**src/rtl/fifomult_param_if.sv**
```systemverilog
// Operand/product bus for fifomult_param: operand push side plus product and status outputs.
interface fifomult_param_if #(
    parameter int unsigned DATA_W = 16,
    parameter int unsigned DEPTH  = 8
);
    localparam int unsigned CNT_W = $clog2(DEPTH) + 1;

    logic [DATA_W-1:0]   data_in;
    logic                data_in_parity;
    logic                data_in_valid;
    logic                busy_out;
    logic [2*DATA_W-1:0] data_out;
    logic                data_out_parity;
    logic                data_out_valid;
    logic                data_in_parity_error;
    logic                overflow;
    logic [CNT_W-1:0]    fifo_count;

    modport master (
        output data_in, data_in_parity, data_in_valid,
        input  busy_out, data_out, data_out_parity, data_out_valid,
        input  data_in_parity_error, overflow, fifo_count
    );

    modport slave (
        input  data_in, data_in_parity, data_in_valid,
        output busy_out, data_out, data_out_parity, data_out_valid,
        output data_in_parity_error, overflow, fifo_count
    );
endinterface

```
**src/rtl/fifomult_param.sv**
```systemverilog
// Parity-checked operand FIFO feeding an iterative signed shift-add multiplier;
// operands are consumed in pairs and each product is emitted with generated parity.
module fifomult_param #(
    parameter int unsigned DATA_W     = 16,
    parameter int unsigned DEPTH      = 8,
    parameter bit          PARITY_ODD = 1'b0
) (
    input  logic            clk,
    input  logic            rst_n,
    fifomult_param_if.slave bus
);
    localparam int unsigned PTR_W  = $clog2(DEPTH);
    localparam int unsigned CNT_W  = $clog2(DEPTH) + 1;
    localparam int unsigned PROD_W = 2 * DATA_W;
    localparam int unsigned ITER_W = $clog2(DATA_W + 1);

    typedef enum logic [1:0] {ST_IDLE, ST_MUL, ST_DONE} state_t;

    state_t r_state;
    state_t w_state_nxt;

    logic [DATA_W-1:0] r_mem_data [DEPTH];
    logic [DEPTH-1:0]  r_mem_err;
    logic [PTR_W-1:0]  r_wr_ptr;
    logic [PTR_W-1:0]  r_rd_ptr;
    logic [CNT_W-1:0]  r_count;
    logic              r_busy;
    logic              r_overflow;

    logic [PROD_W-1:0] r_mcand;
    logic [PROD_W-1:0] r_acc;
    logic [DATA_W-1:0] r_mplier;
    logic [ITER_W-1:0] r_iter;
    logic              r_pair_err;

    logic [PROD_W-1:0] r_data_out;
    logic              r_data_out_parity;
    logic              r_data_out_valid;
    logic              r_parity_error;

    logic              w_push;
    logic              w_pop;
    logic              w_step;
    logic              w_finish;
    logic              w_in_err;
    logic [CNT_W-1:0]  w_count_nxt;
    logic [PTR_W-1:0]  w_rd_ptr_b;
    logic [DATA_W-1:0] w_op_a;
    logic [DATA_W-1:0] w_op_b;

    // busy is the registered full flag, so a same-edge pop never frees room for a word offered while full
    assign w_push      = bus.data_in_valid && !r_busy;
    assign w_in_err    = ((^bus.data_in) ^ PARITY_ODD) != bus.data_in_parity;
    assign w_rd_ptr_b  = r_rd_ptr + PTR_W'(1);
    assign w_op_a      = r_mem_data[r_rd_ptr];
    assign w_op_b      = r_mem_data[w_rd_ptr_b];
    assign w_count_nxt = r_count + CNT_W'(w_push) - (w_pop ? CNT_W'(2) : CNT_W'(0));

    always_ff @(posedge clk or negedge rst_n) begin
        if (!rst_n) r_state <= ST_IDLE;
        else        r_state <= w_state_nxt;
    end

    // DONE may pop directly so back-to-back products are DATA_W+2 cycles apart
    always_comb begin
        w_state_nxt = r_state;
        w_pop       = 1'b0;
        w_step      = 1'b0;
        w_finish    = 1'b0;
        case (r_state)
            ST_IDLE, ST_DONE: begin
                if (r_count >= CNT_W'(2)) begin
                    w_pop       = 1'b1;
                    w_state_nxt = ST_MUL;
                end else begin
                    w_state_nxt = ST_IDLE;
                end
            end
            ST_MUL: begin
                if (r_iter == ITER_W'(DATA_W)) begin
                    w_finish    = 1'b1;
                    w_state_nxt = ST_DONE;
                end else begin
                    w_step = 1'b1;
                end
            end
            default: w_state_nxt = ST_IDLE;
        endcase
    end

    always_ff @(posedge clk) begin
        if (w_push) r_mem_data[r_wr_ptr] <= bus.data_in;
    end

    always_ff @(posedge clk or negedge rst_n) begin
        if (!rst_n) begin
            r_mem_err  <= '0;
            r_wr_ptr   <= '0;
            r_rd_ptr   <= '0;
            r_count    <= '0;
            r_busy     <= 1'b0;
            r_overflow <= 1'b0;
        end else begin
            if (w_push) begin
                r_mem_err[r_wr_ptr] <= w_in_err;
                r_wr_ptr            <= r_wr_ptr + PTR_W'(1);
            end
            if (w_pop) r_rd_ptr <= r_rd_ptr + PTR_W'(2);
            if (bus.data_in_valid && r_busy) r_overflow <= 1'b1;
            r_count <= w_count_nxt;
            r_busy  <= (w_count_nxt == CNT_W'(DEPTH));
        end
    end

    // Shift-add over B's bits; B's sign bit carries negative weight, so its partial product is subtracted
    always_ff @(posedge clk or negedge rst_n) begin
        if (!rst_n) begin
            r_mcand    <= '0;
            r_acc      <= '0;
            r_mplier   <= '0;
            r_iter     <= '0;
            r_pair_err <= 1'b0;
        end else if (w_pop) begin
            r_mcand    <= {{DATA_W{w_op_a[DATA_W-1]}}, w_op_a};
            r_mplier   <= w_op_b;
            r_acc      <= '0;
            r_iter     <= '0;
            r_pair_err <= r_mem_err[r_rd_ptr] | r_mem_err[w_rd_ptr_b];
        end else if (w_step) begin
            if (r_mplier[0]) begin
                r_acc <= (r_iter == ITER_W'(DATA_W - 1)) ? (r_acc - r_mcand) : (r_acc + r_mcand);
            end
            r_mcand  <= r_mcand << 1;
            r_mplier <= r_mplier >> 1;
            r_iter   <= r_iter + ITER_W'(1);
        end
    end

    always_ff @(posedge clk or negedge rst_n) begin
        if (!rst_n) begin
            r_data_out        <= '0;
            r_data_out_parity <= 1'b0;
            r_data_out_valid  <= 1'b0;
            r_parity_error    <= 1'b0;
        end else begin
            r_data_out_valid <= w_finish;
            if (w_finish) begin
                r_data_out        <= r_pair_err ? '0 : r_acc;
                r_data_out_parity <= r_pair_err ? PARITY_ODD : ((^r_acc) ^ PARITY_ODD);
                r_parity_error    <= r_pair_err;
            end
        end
    end

    assign bus.busy_out             = r_busy;
    assign bus.fifo_count           = r_count;
    assign bus.overflow             = r_overflow;
    assign bus.data_out             = r_data_out;
    assign bus.data_out_parity      = r_data_out_parity;
    assign bus.data_out_valid       = r_data_out_valid;
    assign bus.data_in_parity_error = r_parity_error;
endmodule
```
**src/flat_wrapper.sv**
```systemverilog
// flat-port wrapper written by rule: the top's interface ports become plain ports
module fifomult_param_flat 
#(
    parameter int unsigned DATA_W     = 16,
    parameter int unsigned DEPTH      = 8,
    parameter bit          PARITY_ODD = 1'b0
)
  (clk, rst_n, bus_data_in, bus_data_in_parity, bus_data_in_valid, bus_busy_out, bus_data_out, bus_data_out_parity, bus_data_out_valid, bus_data_in_parity_error, bus_overflow, bus_fifo_count);
  fifomult_param_if #(.DATA_W(DATA_W), .DEPTH(DEPTH)) bus_i ();
  input  logic clk;
  input  logic rst_n;
  input wire logic [$bits(bus_i.data_in)-1:0] bus_data_in;
  input wire logic [$bits(bus_i.data_in_parity)-1:0] bus_data_in_parity;
  input wire logic [$bits(bus_i.data_in_valid)-1:0] bus_data_in_valid;
  output wire logic [$bits(bus_i.busy_out)-1:0] bus_busy_out;
  output wire logic [$bits(bus_i.data_out)-1:0] bus_data_out;
  output wire logic [$bits(bus_i.data_out_parity)-1:0] bus_data_out_parity;
  output wire logic [$bits(bus_i.data_out_valid)-1:0] bus_data_out_valid;
  output wire logic [$bits(bus_i.data_in_parity_error)-1:0] bus_data_in_parity_error;
  output wire logic [$bits(bus_i.overflow)-1:0] bus_overflow;
  output wire logic [$bits(bus_i.fifo_count)-1:0] bus_fifo_count;
  assign bus_i.data_in = bus_data_in;
  assign bus_i.data_in_parity = bus_data_in_parity;
  assign bus_i.data_in_valid = bus_data_in_valid;
  assign bus_busy_out = bus_i.busy_out;
  assign bus_data_out = bus_i.data_out;
  assign bus_data_out_parity = bus_i.data_out_parity;
  assign bus_data_out_valid = bus_i.data_out_valid;
  assign bus_data_in_parity_error = bus_i.data_in_parity_error;
  assign bus_overflow = bus_i.overflow;
  assign bus_fifo_count = bus_i.fifo_count;
  fifomult_param #(.DATA_W(DATA_W), .DEPTH(DEPTH), .PARITY_ODD(PARITY_ODD)) u_core (.clk(clk), .rst_n(rst_n), .bus(bus_i));
endmodule
```
**config.mk**
```make
export PLATFORM = sky130hd
export DESIGN_NAME = fifomult_param_flat
export DESIGN_NICKNAME = d
export VERILOG_FILES = /design/src/rtl/fifomult_param_if.sv /design/src/rtl/fifomult_param.sv /design/src/flat_wrapper.sv
export SDC_FILE = /design/constraint.sdc
export NUM_CORES = 1
export LEC_CHECK = 0
export BUFFER_PORTS_ARGS = -buffer_cell sky130_fd_sc_hd__buf_2
export CORE_UTILIZATION = 30
export CTS_CLUSTER_DIAMETER = 60
export CTS_CLUSTER_SIZE = 12
export DETAILED_ROUTE_END_ITERATION = 7
export SKIP_LAST_GASP = 1
export SLEW_MARGIN = 40
export SYNTH_ARGS = -nofsm -noshare
export SYNTH_HDL_FRONTEND = slang
export SYNTH_SLANG_ARGS = --single-unit
```
**constraint.sdc**
```tcl
create_clock -name clk -period 4.2 [get_ports clk]
set_clock_uncertainty 0.05 [all_clocks]
set_input_delay 0.84 -clock clk [delete_from_list [all_inputs] [get_ports clk]]
set_output_delay 0.84 -clock clk [all_outputs]
set_load 0.01 [all_outputs]
```
After elaboration in Yosys (flattened, before gate mapping)
Memories as Yosys holds them, arrays and structs flattened.
Cells that the tools add are included.

storage, ports and cells
  flip-flop bits (word level) = 143
  bits in latches = 0
  memory bits (writable) = 128
  ROM bits = 0
  bits of input ports = 20
  output and inout bits = 41
  logic and storage cells = 80
  memories = 1

memories
  name               depth  bits a word  read ports  clocked after memory_dff  write ports  line                  text
  u_core.r_mem_data  8      16           2           0                         1            fifomult_param.sv:22  logic [DATA_W-1:0] r_mem_data [DEPTH];

cells by class
  add/sub/neg operators = 8
  multiply operators = 0
  divide/modulo/power cells = 0
  order comparisons = 5
  eq/ne operators = 7
  shift operators = 0
  muxes and demuxes = 31
  bitwise operators = 1
  reduce and logical (&&, ||, !) cells = 11

operators by type and width
  kind                   count
  $mux W32               7
  $add A32 B32 Y32       1
  $mux W16               2
  $reduce_xor A32 Y1     1
  $sub A32 B32 Y32       1
  $reduce_xor A16 Y1     1
  $mux W1                13
  $lt A3 B4 Y1 const B   3
  $mux W5                2
  $bwmux W8              1
  $add A3 B1 Y3 const B  2
  $bmux W1 S3            2
  $add A5 B1 Y5 const B  1
  $eq A5 B4 Y1 const B   1
  $eq A5 B5 Y1 const B   1
  $add A4 B1 Y4          1
  $eq A4 B4 Y1 const B   1
  $ge A4 B2 Y1 const B   1
  $mux W2                2
  $pmux W2 S2            1
  $reduce_bool A2 Y1     2
  $sub A4 B4 Y4          1
  $add A3 B2 Y3 const B  1
  $demux W1 S3           1
  11 further kinds       13

Depth between registers and ports, before layout
Gate-level depths: netlist of the first run.

  word-level depth = 6
  mapped depth = 19
  mapped depth without buffers = 18

Worst setup path before layout of the first run
No wires, ideal clock.

  path kind = reg-to-reg
  from = register u_core.r_mcand[3]
  to = register u_core.r_acc[30]
  library setup time = 0.134 ns
  arrival time = 3.831 ns
  required time = 4.016 ns
  slack = 0.186 ns
  stages on the path, launching flop included = 18
  path buffers = 2
  period minus slack after synthesis = 4.014 ns
  path through = dfrtp_1 > clkbuf_1 > or3_1 > nor4_1 > and3_1 > and2b_1 > and2_1 > a21oi_1 > xnor2_1 > ha_1 > clkbuf_1 > and3_1 > a221o_1 > a22o_1 > a211o_1 > o311ai_4 > and3_1 > o31ai_2

on the way
  cells in the longest elaborated chain, start to end = 5
  elaborated cells between the ends (all ways) = 6
  those cells by class = 2 x add/sub; 4 x mux

ends and longest elaborated chain
  element                                               line                   text
  start, declared                                       fifomult_param.sv:30   logic [PROD_W-1:0] r_mcand;
  start signal, assigned                                fifomult_param.sv:124  r_mcand <= {{DATA_W{w_op_a[DATA_W-1]}}, w_op_a};
  start signal, assigned                                fifomult_param.sv:133  r_mcand <= r_mcand << 1;
  $add A32 B32 Y32 or $sub A32 B32 Y32 (tied branches)  fifomult_param.sv:131  r_acc <= (r_iter == ITER_W'(DATA_W - 1)) ? (r_acc - r_mcand) : (r_acc + r_mcand);
  $mux W32 *                                            fifomult_param.sv:131
  $mux W32 *                                            fifomult_param.sv:130  if (r_mplier[0]) begin
  $mux W32 *                                            fifomult_param.sv:129  end else if (w_step) begin
  $mux W32 *                                            fifomult_param.sv:123  end else if (w_pop) begin
  end signal, assigned                                  fifomult_param.sv:131
  end, declared                                         fifomult_param.sv:31   logic [PROD_W-1:0] r_acc;

Every way passes the cells marked *; elsewhere a longest branch is shown, timed or not. The select of a mux whose other input is x is not followed.
A chain may end at the register's enable or synchronous reset.

Worst setup path after layout of the first run
  from = register u_core.r_mcand[5]
  to = register u_core.r_acc[30]

Same word-level chain as after synthesis.

==> results by group, run 1 <==
Floorplan
  – Die Height: 212 µm
  – Die width: 212 µm
  – Num rows: 76
  – Initial Util: 30.5%
  – Die area: 0.0448 mm²
  – IO Pins: 61
  – Core region area: 0.0433 mm²

Detailed routing
  – # DRC: 0
  – DRT iter0 DRCs: 433
  – Avg WL per Cell: 16.1 µm
  – Pre-antenna DRT Iters: 5
  – Drt via density: 4.79
  – Via count: 8,551
  – Final wirelength: 28.8 mm
  – Post-route ant nets: 0

Cells and area
  – Post-layout nets: 1,241
  – Share of cells above drive strength 1: 16.8%
  – Area Growth Syn to Fin: 15.8%
  – Ant. Diodes: 0
  – Final Util: 35.3%
  – Final instance count without filler cells: 1,785
  – Final instance area: 0.0153 mm²

Pwr
  – Clock network fraction of total power: 18.4%
  – Net Sw Frac: 40.1%
  – Net switching power figure: 5.39 mW
  – Worst vdd ir: 0.000451 V
  – Lkg Pwr: 6.13 nW
  – Pwr per Cell Area: 880 mW/mm²
  – Combinational share of power: 48.4%
  – Internal power: 8.05 mW
  – Reg power frac: 33.2%

Synth
  – Synth warnings: 0
  – Area leader, netlist: edfxtp_1
  – Area of the mapped netlist: 0.0132 mm²
  – Top FF cell, synth: dfrtp_1
  – Synth Area per Inst: 11.9 µm²
  – Synth Net Count: 1,172
  – Post-synthesis instance total: 1,110
  – Post-synth top cells: dfrtp_1, edfxtp_1, nand2_1
  – Post-synth EDFFs: 128
  – Seq/Total Area, Yosys: 56.0%
  – Ys async rst share: 52.6%
  – Most frequent cell after synthesis: dfrtp_1
  – Yosys cell types: 59
  – Top cells by area, synth: edfxtp_1, dfrtp_1, xnor2_1
  – Synth top area share: 29.1%
  – Synthesis-stage register bit count: 270

Critical path
  – Critical Path Fanout Max: 5
  – Critical path class: flip-flop to flip-flop
  – Worst EP required: 4.57 ns
  – Critical path startpoint category: flip-flop
  – Data arrival, critical path: 4.42 ns
  – CP endpoint kind: flip-flop

Place
  – DP Area: 0.0143 mm²
  – Port Buffers: 60
  – HPWL Detailed: 20.0 mm
  – Dpl cells: 1,733
  – Global placer's final weighted congestion: 0.930
  – Setup slack at placement: 0.116 ns

Clocking
  – Setup Buffers After CTS: 0
  – Clk Latency, worst-skew pair: 0.57 ns
  – Clk buf depth: 3
  – Reg clk slew, reported paths: 0.06 ns
  – CTS tree: done
  – CTS H-tree lvls: 1
  – CTS buffer count: 29
  – Clock sinks: 270
  – Root buf cell: clkbuf_16

Global routing
  – Vias in the first global route: 8,467
  – Total track usage: 13.1%
  – First-pass GRT wire length: 46.7 mm
  – GR Overflow Total: 0
  – Antenna violations before repair: 0
  – Largest net degree at the start of global routing: 92

Timing
  – Highest Clock Rate: 247 MHz
  – Fin crit share: 96.5%
  – Worst slew pin tran: 0.773 ns
  – Setup WS post-layout: 0.148 ns
  – Minimum clock period: 4.05 ns
  – Slew headroom: 48.3%
  – Post-Route Setup TNS: 0 ns
  – Max-slew violations: 0
  – RSZ-0062 raised after global routing: yes
  – Setup-failing EPs final: 0
  – Final Hold Fails: 0

Flow run
  – Max-cap violation count: 0

Min path
  – Worst min-delay path class: input port to async pin

Status
  – Outcome: completed
placed cells by master (no fill, tap or decap), drive strengths merged, types with 5 or more instances in the layout:
cell type	instances
a21o	13
a21oi	46
a221o	16
a22oi	15
and2	9
and3	13
buf	96
clkbuf	42
clkinv	5
dfrtp	142
edfxtp	128
ha	41
inv	40
mux2	10
mux2i	21
mux4	32
nand2	114
nand2b	37
nand3	41
nand4	7
nor2	50
nor2b	7
nor3	15
nor4	6
o21ai	88
o31ai	10
xnor2	87
xor2	20
worst max-delay path, stage by stage (launching register included):
cell	delay [ns]
dfrtp_1	0.44
or3_4	0.42
nor4_4	0.28
and3_1	0.21
and2b_1	0.20
a21oi_1	0.10
xnor2_1	0.16
ha_1	0.22
a21o_1	0.22
o21bai_1	0.17
a221o_1	0.33
a22o_1	0.23
a211o_1	0.35
o311ai_4	0.26
and3_1	0.21
o31ai_2	0.07
repair_timing:
action,4_1_cts,5_1_grt
setup endpoints to repair,0,9
hold buffers,0,0
resized for setup,0,7
power groups by stage:
stage          combinational [mW]  clock [mW]  sequential, mW
3_5_place_dp                 6.52           0            4.51
6_report                     6.51        2.47            4.46
5_1_grt                      7.25        2.64            4.59
2_1_floorplan                5.03           0            4.21
4_1_cts                      6.54        2.54            4.46
3_3_place_gp                 6.44           0            4.47
per-stage QoR:
| step | hold slack (ns) | total power [mW] |
|---|---|---|
| final | 0.242 | 13.4 |
| after CTS | 0.259 | 13.5 |
| after global routing | 0.301 | 14.5 |
| after detailed placement | 0.410 | 11.0 |
| after floorplan | 0.389 | 9.24 |
| after global placement | 0.383 | 10.9 |
flip-flops by register name, summed over array words and instances, names as in the netlist:
| signal | cells |
|---|---|
| u_core.bus.data_out_parity | 1 |
| u_core.r_rd_ptr | 2 |
| u_core.bus.overflow | 1 |
| u_core.r_acc | 32 |
| u_core.r_state | 2 |
| u_core.bus.data_out | 32 |
| u_core.r_mem_err | 8 |
| u_core.bus.busy_out | 1 |
| u_core.bus.fifo_count | 4 |
| u_core.r_wr_ptr | 3 |
| u_core.bus.data_out_valid | 1 |
| u_core.r_mem_data | 128 |
| u_core.r_mplier | 16 |
| u_core.bus.data_in_parity_error | 1 |
| u_core.r_mcand | 32 |
| u_core.r_pair_err | 1 |
| u_core.r_iter | 5 |
path summary, 6_finish.rpt:
kind	startpoint	to	slack (ns)	cells past startpoint
max	u_core.r_mcand[5]	u_core.r_acc[30]	0.15	15
min	rst_n	u_core.bus.data_out[10]	0.24	1
max reg2reg	u_core.r_mcand[5]	u_core.r_acc[30]	0.15	15
min reg2reg	u_core.bus.overflow	u_core.bus.overflow	0.41	1
max in group asynchronous	rst_n	u_core.r_mplier[3]	3.11	2
min in group clk	u_core.bus.overflow	u_core.bus.overflow	0.41	1
routing by layer:
layer,share of wire (%),GRT usage [%],vias up
li1,-,-,4173
met1,47,18.0,4179
met2,48,21.9,154
met3,3.3,1.90,45
met4,1.9,3.05,0
met5,0,0,-
cell families (layout without fill, tap and decap cells):
logic type                 after synthesis  count (layout)  synth area share, %
buffers and inverters                   95             185                 2.81
xor gates and xnor gates               107             107                 7.10
adders and majority gates               42              42                 4.04
DFF                                    270             270                 56.0
AOI/OAI and AO/OA                      227             227                 11.2
and+or+nand+nor                        306             306                 11.0
muxes                                   63              63                 7.91
layout make-up:
type / instances / area [µm²]
Inverter: 37 / 139
Clock buffer: 42 / 785
Tap cell: 585 / 732
Fill cell: 4273 / 28000
Clock inverter: 10 / 125
Timing Repair Buffer: 96 / 593
Multi-Input combinational cell: 745 / 5510
Sequential cell: 270 / 7400
Note: power is estimated with default switching activity, not from simulation.
==> run 2: changes to the inputs <==
--- a/config.mk
+++ b/config.mk
@@ -10,6 +10,7 @@
 export CTS_CLUSTER_DIAMETER = 60
 export CTS_CLUSTER_SIZE = 12
 export DETAILED_ROUTE_END_ITERATION = 7
+export REMOVE_ABC_BUFFERS = 1
 export SKIP_LAST_GASP = 1
 export SLEW_MARGIN = 40
 export SYNTH_ARGS = -nofsm -noshare
==> run 2 against run 1 <==
  * Core utilization increased by 0.32 points
  * Sequential share of layout area down 0.41 points
  * Worst hold slack got worse by 0.19 ns
  * Register-to-register slack gained 0.12 ns
  * First-iteration DRC count up 9.7%
  * Die area did not move
  * Routed wire length down 0.58%
  * Fmax increased by 3.2%
  * Clock power decreased by 3%
  * Non-clock buffer count increased by 7
  * Critical endpoint unchanged
  * Largest cell class unchanged
  * Largest power group unchanged
==> results by group, run 2 (same netlist as run 1, synthesis figures left out) <==
Global routing
  – Met1 Use GR: 17.6% (-0.43 points)
  – Antenna violations before repair: 2 (+2)
  – M3 GR Usage: 2.11% (+0.21 points)
  – Total track usage: 13.0% (-0.13 points)
  – GRT busiest layer: met2
  – Met2 Usage GRT: 21.7% (-0.18 points)
  – Vias in the first global route: 8,510 (+0.51%)
  – First-pass GRT wire length: 46.5 mm (-0.52%)
  – Largest net degree at the start of global routing: 94 (+2.2%)
  – GR Overflow Total: 0 (unchanged)

Detailed routing
  – DRT iter0 DRCs: 475 (+9.7%)
  – Final wirelength: 28.6 mm (-0.58%)
  – Post-route ant nets: 0 (unchanged)
  – Via count: 8,593 (+0.49%)
  – Avg WL per Cell: 15.9 µm (-1.0%)
  – Pre-antenna DRT Iters: 4 (-1)
  – Drt via density: 4.79 (about the same)
  – # DRC: 0 (unchanged)

Critical path
  – Critical R2R Launch: u_core.r_mcand[3]
  – Reg-to-Reg End: u_core.r_acc[30]
  – Critical path class: flip-flop to flip-flop
  – Worst EP required: 4.58 ns (about the same)
  – Flop-to-flop setup slack: 0.27 ns (+0.12 ns)
  – R2R depth: 16 (+1)
  – Critical path startpoint category: flip-flop
  – Critical Path Fanout Max: 4 (-1)
  – Data arrival, critical path: 4.31 ns (-0.11 ns)
  – CP endpoint kind: flip-flop

Floorplan
  – Initial Util: 30.5% (unchanged)
  – Die width: 212 µm (unchanged)
  – Die Height: 212 µm (unchanged)
  – Num rows: 76 (unchanged)
  – Core region area: 0.0433 mm² (unchanged)
  – Die area: 0.0448 mm² (unchanged)
  – IO Pins: 61 (unchanged)

Cells and area
  – Filler cells: 4,311 (+0.89%)
  – Final instance area: 0.0154 mm² (+0.89%)
  – Max FFs per register: 128 (unchanged)
  – Post-layout nets: 1,248 (+0.56%)
  – Most frequent cells in the layout: dfrtp_1, edfxtp_1, nand2_1
  – Share of cells above drive strength 1: 18.5% (+1.7 points)
  – FF/Latch Area: 0.00740 mm² (about the same)
  – Most common cell after layout, fill and taps aside: dfrtp_1
  – Ant. Diodes: 0 (unchanged)
  – Largest Register: u_core.r_mem_data
  – Area Growth Syn to Fin: 16.8%
  – Area of the multi-input gates: 0.00558 mm² (+1.4%)

Timing
  – Max-slew violations: 0 (unchanged)
  – Setup WS post-layout: 0.273 ns (+0.125 ns)
  – Highest Clock Rate: 255 MHz (+3.2%)
  – Setup-failing EPs final: 0 (unchanged)
  – RSZ-0062 raised after global routing: no
  – Minimum clock period: 3.93 ns (-0.125 ns)
  – Fin crit share: 93.5% (-3.0 points)
  – Final Hold Fails: 0 (unchanged)
  – Slew headroom: 58.3% (+10 points)
  – Worst slew pin tran: 0.620 ns (-0.153 ns)

Clocking
  – Reg clk slew, reported paths: 0.06 ns (about the same)
  – Clock sinks: 270 (unchanged)
  – CTS buffer count: 29 (unchanged)
  – Root buf cell: clkbuf_16
  – Clk Latency, worst-skew pair: 0.57 ns (about the same)
  – Clk buf depth: 3 (unchanged)
  – CTS H-tree lvls: 1 (unchanged)
  – CTS tree: done

Place
  – Port Buffers: 60 (unchanged)
  – Setup slack at placement: 0.109 ns (-0.00735 ns)
  – DP Area: 0.0143 mm² (about the same)
  – Global placer's final weighted congestion: 0.871 (-6.4%)
  – HPWL Detailed: 19.3 mm (-3.2%)

Status
  – Outcome: completed

Pwr
  – Net switching power figure: 5.44 mW (+0.82%)
  – Final Power: 13.5 mW (+0.62%)
  – Pwr per Cell Area: 877 mW/mm² (-0.27%)
  – Lkg Pwr: 6.17 nW (+0.68%)
  – Worst vdd ir: 0.000358 V (-21%)
  – Internal power: 8.09 mW (+0.49%)
  – Combinational share of power: 49.7% (+1.3 points)
  – Net Sw Frac: 40.2% (+0.080 points)
  – Clock network fraction of total power: 17.7% (-0.7 points)
  – Reg power frac: 32.6% (-0.6 points)

Min path
  – Worst min-delay path class: input port to async pin

Flow run
  – Max-cap violation count: 0 (unchanged)
## run 2: layout make-up
| cell class | count | area share (%) |
|---|---|---|
| flip-flops and latches | 270 | 48.0 |
| clock buffers | 45 | 5.29 |
| clock inverters | 8 | 0.438 |
| repair buffers | 103 | 4.39 |
| multi-input cells | 745 | 36.2 |
| well taps | 585 | 4.75 |
| inverters | 37 | 0.901 |
## run 2: critical path, cell delays in order (launching register included)
cell	delay (ns)
dfrtp_1	0.37
or3_4	0.41
nor4_4	0.24
buf_4	0.16
and3_4	0.16
and2b_2	0.17
a21oi_1	0.08
xnor2_1	0.15
ha_1	0.22
a21o_1	0.22
o21bai_1	0.16
a221o_1	0.32
a22o_1	0.22
a211o_1	0.32
o311ai_4	0.26
and3_1	0.21
o31ai_2	0.06
## run 2: how the worst max path moves through the flow
| stage | from | endpoint | slack (ns) | cells past startpoint |
|---|---|---|---|---|
| 2_1_floorplan | u_core.r_iter[0] | u_core.r_acc[27] | -1.45 | 9 |
| 5_1_grt | u_core.r_mcand[8] | u_core.r_acc[31] | 0.02 | 18 |
| 3_5_place_dp | u_core.r_mcand[4] | u_core.r_acc[31] | 0.11 | 18 |
| 3_3_place_gp | u_core.r_mcand[4] | u_core.r_acc[31] | 0.15 | 18 |
| 6_report | u_core.r_mcand[3] | u_core.r_acc[30] | 0.27 | 16 |
| 4_1_cts | u_core.r_mcand[4] | u_core.r_acc[31] | 0.09 | 18 |
## run 2: timing repair
item / in CTS / in global routing
resized for setup: 0 / 25
endpoints found under the setup margin: 0 / 7
setup buffers: 0 / 4
endpoints found under the hold margin: 0 / 0
hold buffers: 0 / 0
## run 2: per-stage QoR
stage	hold slack, ns	setup TNS, ns	instances	util (%)
finish	0.0487	0	1793	35.6
global route	0.0360	0	1793	35.6
CTS	0.248	0	1787	35.2
detailed placement	0.408	0	1734	33.1
global placement	0.384	0	1734	33.1
floorplan	0.389	-61.93	1052	-
## run 2: power groups by stage
stage / logic [mW] / registers [mW] / clock network (mW)
detailed placement: 6.58 / 4.47 / 0
CTS: 6.61 / 4.42 / 2.46
global route: 7.50 / 4.55 / 2.56
floorplan: 4.79 / 4.36 / 0
global placement: 6.53 / 4.43 / 0
finish: 6.72 / 4.41 / 2.39
## run 2: layer usage
layer  vias up  routed length (µm)  share of wire [%]
li1       4194                   -                  -
met1      4218               13400                 47
met2       139               13500                 47
met3        38                1110                3.9
met4         4                 544                1.9
met5         -                  24              0.084
==> run 3: changes to the inputs <==
--- a/config.mk
+++ b/config.mk
@@ -10,6 +10,7 @@
 export CTS_CLUSTER_DIAMETER = 60
 export CTS_CLUSTER_SIZE = 12
 export DETAILED_ROUTE_END_ITERATION = 7
+export PLACE_DENSITY_LB_ADDON = 0.12
 export REMOVE_ABC_BUFFERS = 1
 export SKIP_LAST_GASP = 1
 export SLEW_MARGIN = 40
==> run 3 against run 2 <==
  * Clock power grew 7%
  * Register-to-register slack about the same
  * Worst setup slack improved by 0.012 ns
  * Count of clock-buffer cells in the layout did not move
  * Critical endpoint is now u_core.r_acc[31]
  * Final cell count rose by 0.33%
  * Sequential power barely moved
  * Routed wire length is 3.9% higher
  * Via count down 1.6%
  * Non-clock buffer count is 3 higher
  * Sequential share of layout area hardly changed
  * Largest cell class unchanged
==> results by group, run 3 (same netlist as run 1, synthesis figures left out) <==
Cells and area
  – Largest Register: u_core.r_mem_data
  – Ant. Diodes: 0 (unchanged)
  – Most frequent cells in the layout: dfrtp_1, edfxtp_1, nand2_1
  – Area Growth Syn to Fin: 16.8% (about the same)
  – Most common cell after layout, fill and taps aside: dfrtp_1
  – Max FFs per register: 128 (unchanged)
  – Final instance count without filler cells: 1,799 (+0.33%)
  – Share of cells above drive strength 1: 18.0% (-0.42 points)
  – Post-layout nets: 1,253 (+0.40%)
  – Filler cells: 4,286 (-0.58%)

Clocking
  – CTS buffer count: 31 (+6.9%)
  – CTS H-tree lvls: 1 (unchanged)
  – Clk Latency, worst-skew pair: 0.58 ns (about the same)
  – Clk buf depth: 3 (unchanged)
  – Reg clk slew, reported paths: 0.06 ns (about the same)
  – Root buf cell: clkbuf_16
  – Setup Buffers After CTS: 0 (unchanged)
  – Clock sinks: 270 (unchanged)
  – CTS tree: done

Critical path
  – Critical path startpoint category: flip-flop
  – Data arrival, critical path: 4.37 ns (+0.06 ns)
  – Critical path class: flip-flop to flip-flop
  – Worst EP required: 4.66 ns (+0.08 ns)
  – Critical Path Start: u_core.r_iter[1]
  – Critical R2R Launch: u_core.r_iter[1]
  – Critical Path Fanout Max: 19 (+15)
  – CP endpoint kind: flip-flop

Pwr
  – Pwr per Cell Area: 883 mW/mm² (+0.71%)
  – Net Sw Frac: 40.0% (-0.18 points)
  – Internal power: 8.17 mW (+0.98%)
  – Reg power frac: 32.2% (-0.4 points)
  – Worst vdd ir: 0.000371 V (+3.8%)
  – Combinational share of power: 49.0% (-0.7 points)
  – Clock network fraction of total power: 18.8% (+1.1 points)
  – Final Power: 13.6 mW (+0.67%)
  – Lkg Pwr: 6.19 nW (+0.44%)
  – Net switching power figure: 5.45 mW (+0.21%)

Floorplan
  – Die width: 212 µm (unchanged)
  – Num rows: 76 (unchanged)
  – Die area: 0.0448 mm² (unchanged)
  – Die Height: 212 µm (unchanged)
  – IO Pins: 61 (unchanged)
  – Core region area: 0.0433 mm² (unchanged)
  – Initial Util: 30.5% (unchanged)

Timing
  – Setup WS post-layout: 0.285 ns (+0.0116 ns)
  – Final Hold Fails: 0 (unchanged)
  – Fin crit share: 93.2% (-0.28 points)
  – Setup-failing EPs final: 0 (unchanged)
  – Minimum clock period: 3.92 ns (-0.0116 ns)
  – Highest Clock Rate: 255 MHz (+0.30%)
  – Max-slew violations: 0 (unchanged)
  – Slew headroom: 52.3% (-6.0 points)
  – Worst slew pin tran: 0.715 ns (+0.0946 ns)

Global routing
  – First-pass GRT wire length: 49.3 mm (+6.1%)
  – Vias in the first global route: 8,902 (+4.6%)
  – Total track usage: 13.9% (+0.92 points)
  – Largest net degree at the start of global routing: 93 (-1.1%)
  – GR Overflow Total: 0 (unchanged)
  – Antenna violations before repair: 1 (-1)

Min path
  – Worst min-delay path class: input port to async pin

Place
  – Setup slack at placement: 0.190 ns (+0.0807 ns)
  – Dpl cells: 1,743 (+0.52%)
  – Global placer's final weighted congestion: 0.857 (-1.6%)
  – Port Buffers: 60 (unchanged)
  – HPWL Detailed: 20.2 mm (+4.7%)

Detailed routing
  – DRT iter0 DRCs: 442 (-6.9%)
  – # DRC: 0 (unchanged)
  – Avg WL per Cell: 16.5 µm (+3.6%)
  – Drt via density: 4.70 (-2.0%)
  – Pre-antenna DRT Iters: 5 (+1)
  – Via count: 8,452 (-1.6%)
  – Post-route ant nets: 0 (unchanged)
  – Final wirelength: 29.7 mm (+3.9%)

Flow run
  – Max-cap violation count: 0 (unchanged)

Status
  – Outcome: completed
==> run 3: changes by cell type in the layout (fill, tap and decap cells not counted), sizes merged <==
cell	delta
clkinv	+1
clkinvlp	+2
buf	+3
==> run 3: layout make-up <==
type	count	area [µm²]	share of cell area (%)
Timing Repair Buffer	106	664	4.31
Clock buffer	45	870	5.64
Clock inverter	11	93.8	0.609
Sequential cell	270	7400	48.0
Inverter	37	139	0.901
Multi-Input combinational cell	745	5510	35.8
Tap cell	585	732	4.75
==> run 3: power groups by stage <==
stage | clock [mW] | sequential (mW) | combinational (mW)
2_1_floorplan | 0 | 4.36 | 4.79
3_3_place_gp | 0 | 4.44 | 6.73
3_5_place_dp | 0 | 4.46 | 6.73
4_1_cts | 2.66 | 4.41 | 6.75
5_1_grt | 2.75 | 4.53 | 7.57
6_report | 2.56 | 4.39 | 6.67
==> run 3: per-stage QoR <==
stage	util (%)	area [µm²]	TNS [ns]	hold slack (ns)
after CTS	35.5	15400	0	0.163
final	35.6	15400	0	0.162
after detailed placement	33.3	14400	0	0.415
after global routing	35.6	15400	-0.00556	0.189
after global placement	33.3	14400	0	0.381
after floorplan	-	13000	-61.93	0.389
==> run 3: per-layer routing <==
layer / vias to the layer above / track usage (%) / share of wire, %
met5: - / 0 / 0.044
met4: 2 / 3.17 / 2.1
met3: 45 / 2.12 / 2.9
met2: 129 / 23.7 / 47
met1: 4077 / 18.6 / 47
li1: 4199 / - / -
==> run 3: path summary, 6_finish.rpt <==
| path | endpoint | slack [ns] | cells past startpoint |
|---|---|---|---|
| worst min register to register | u_core.bus.data_out[20] | 0.42 | 2 |
| min in group clk | u_core.bus.data_out[20] | 0.42 | 2 |
| worst max-delay path | u_core.r_acc[31] | 0.28 | 14 |
| worst max register to register | u_core.r_acc[31] | 0.28 | 14 |
| max in group asynchronous | u_core.bus.data_out[9] | 3.02 | 2 |
| worst min-delay path | u_core.bus.overflow | 0.16 | 1 |
==> run 3: worst max-delay path: stages, from the launching register on <==
cell and delay, ns:
dfrtp_1 0.36, ha_1 0.16, and3_1 0.17, ha_1 0.42
buf_4 0.31, a21oi_1 0.08, xnor2_1 0.15, ha_1 0.39
nand2_1 0.10, or3_1 0.37, o21ai_1 0.27, a311oi_2 0.19
o31ai_1 0.35, mux2i_1 0.27, mux2i_1 0.21
==> run 3: timing repair <==
item,4_1_cts,5_1_grt
resized for setup,0,8
hold buffers,0,0
endpoints found under the setup margin,0,5
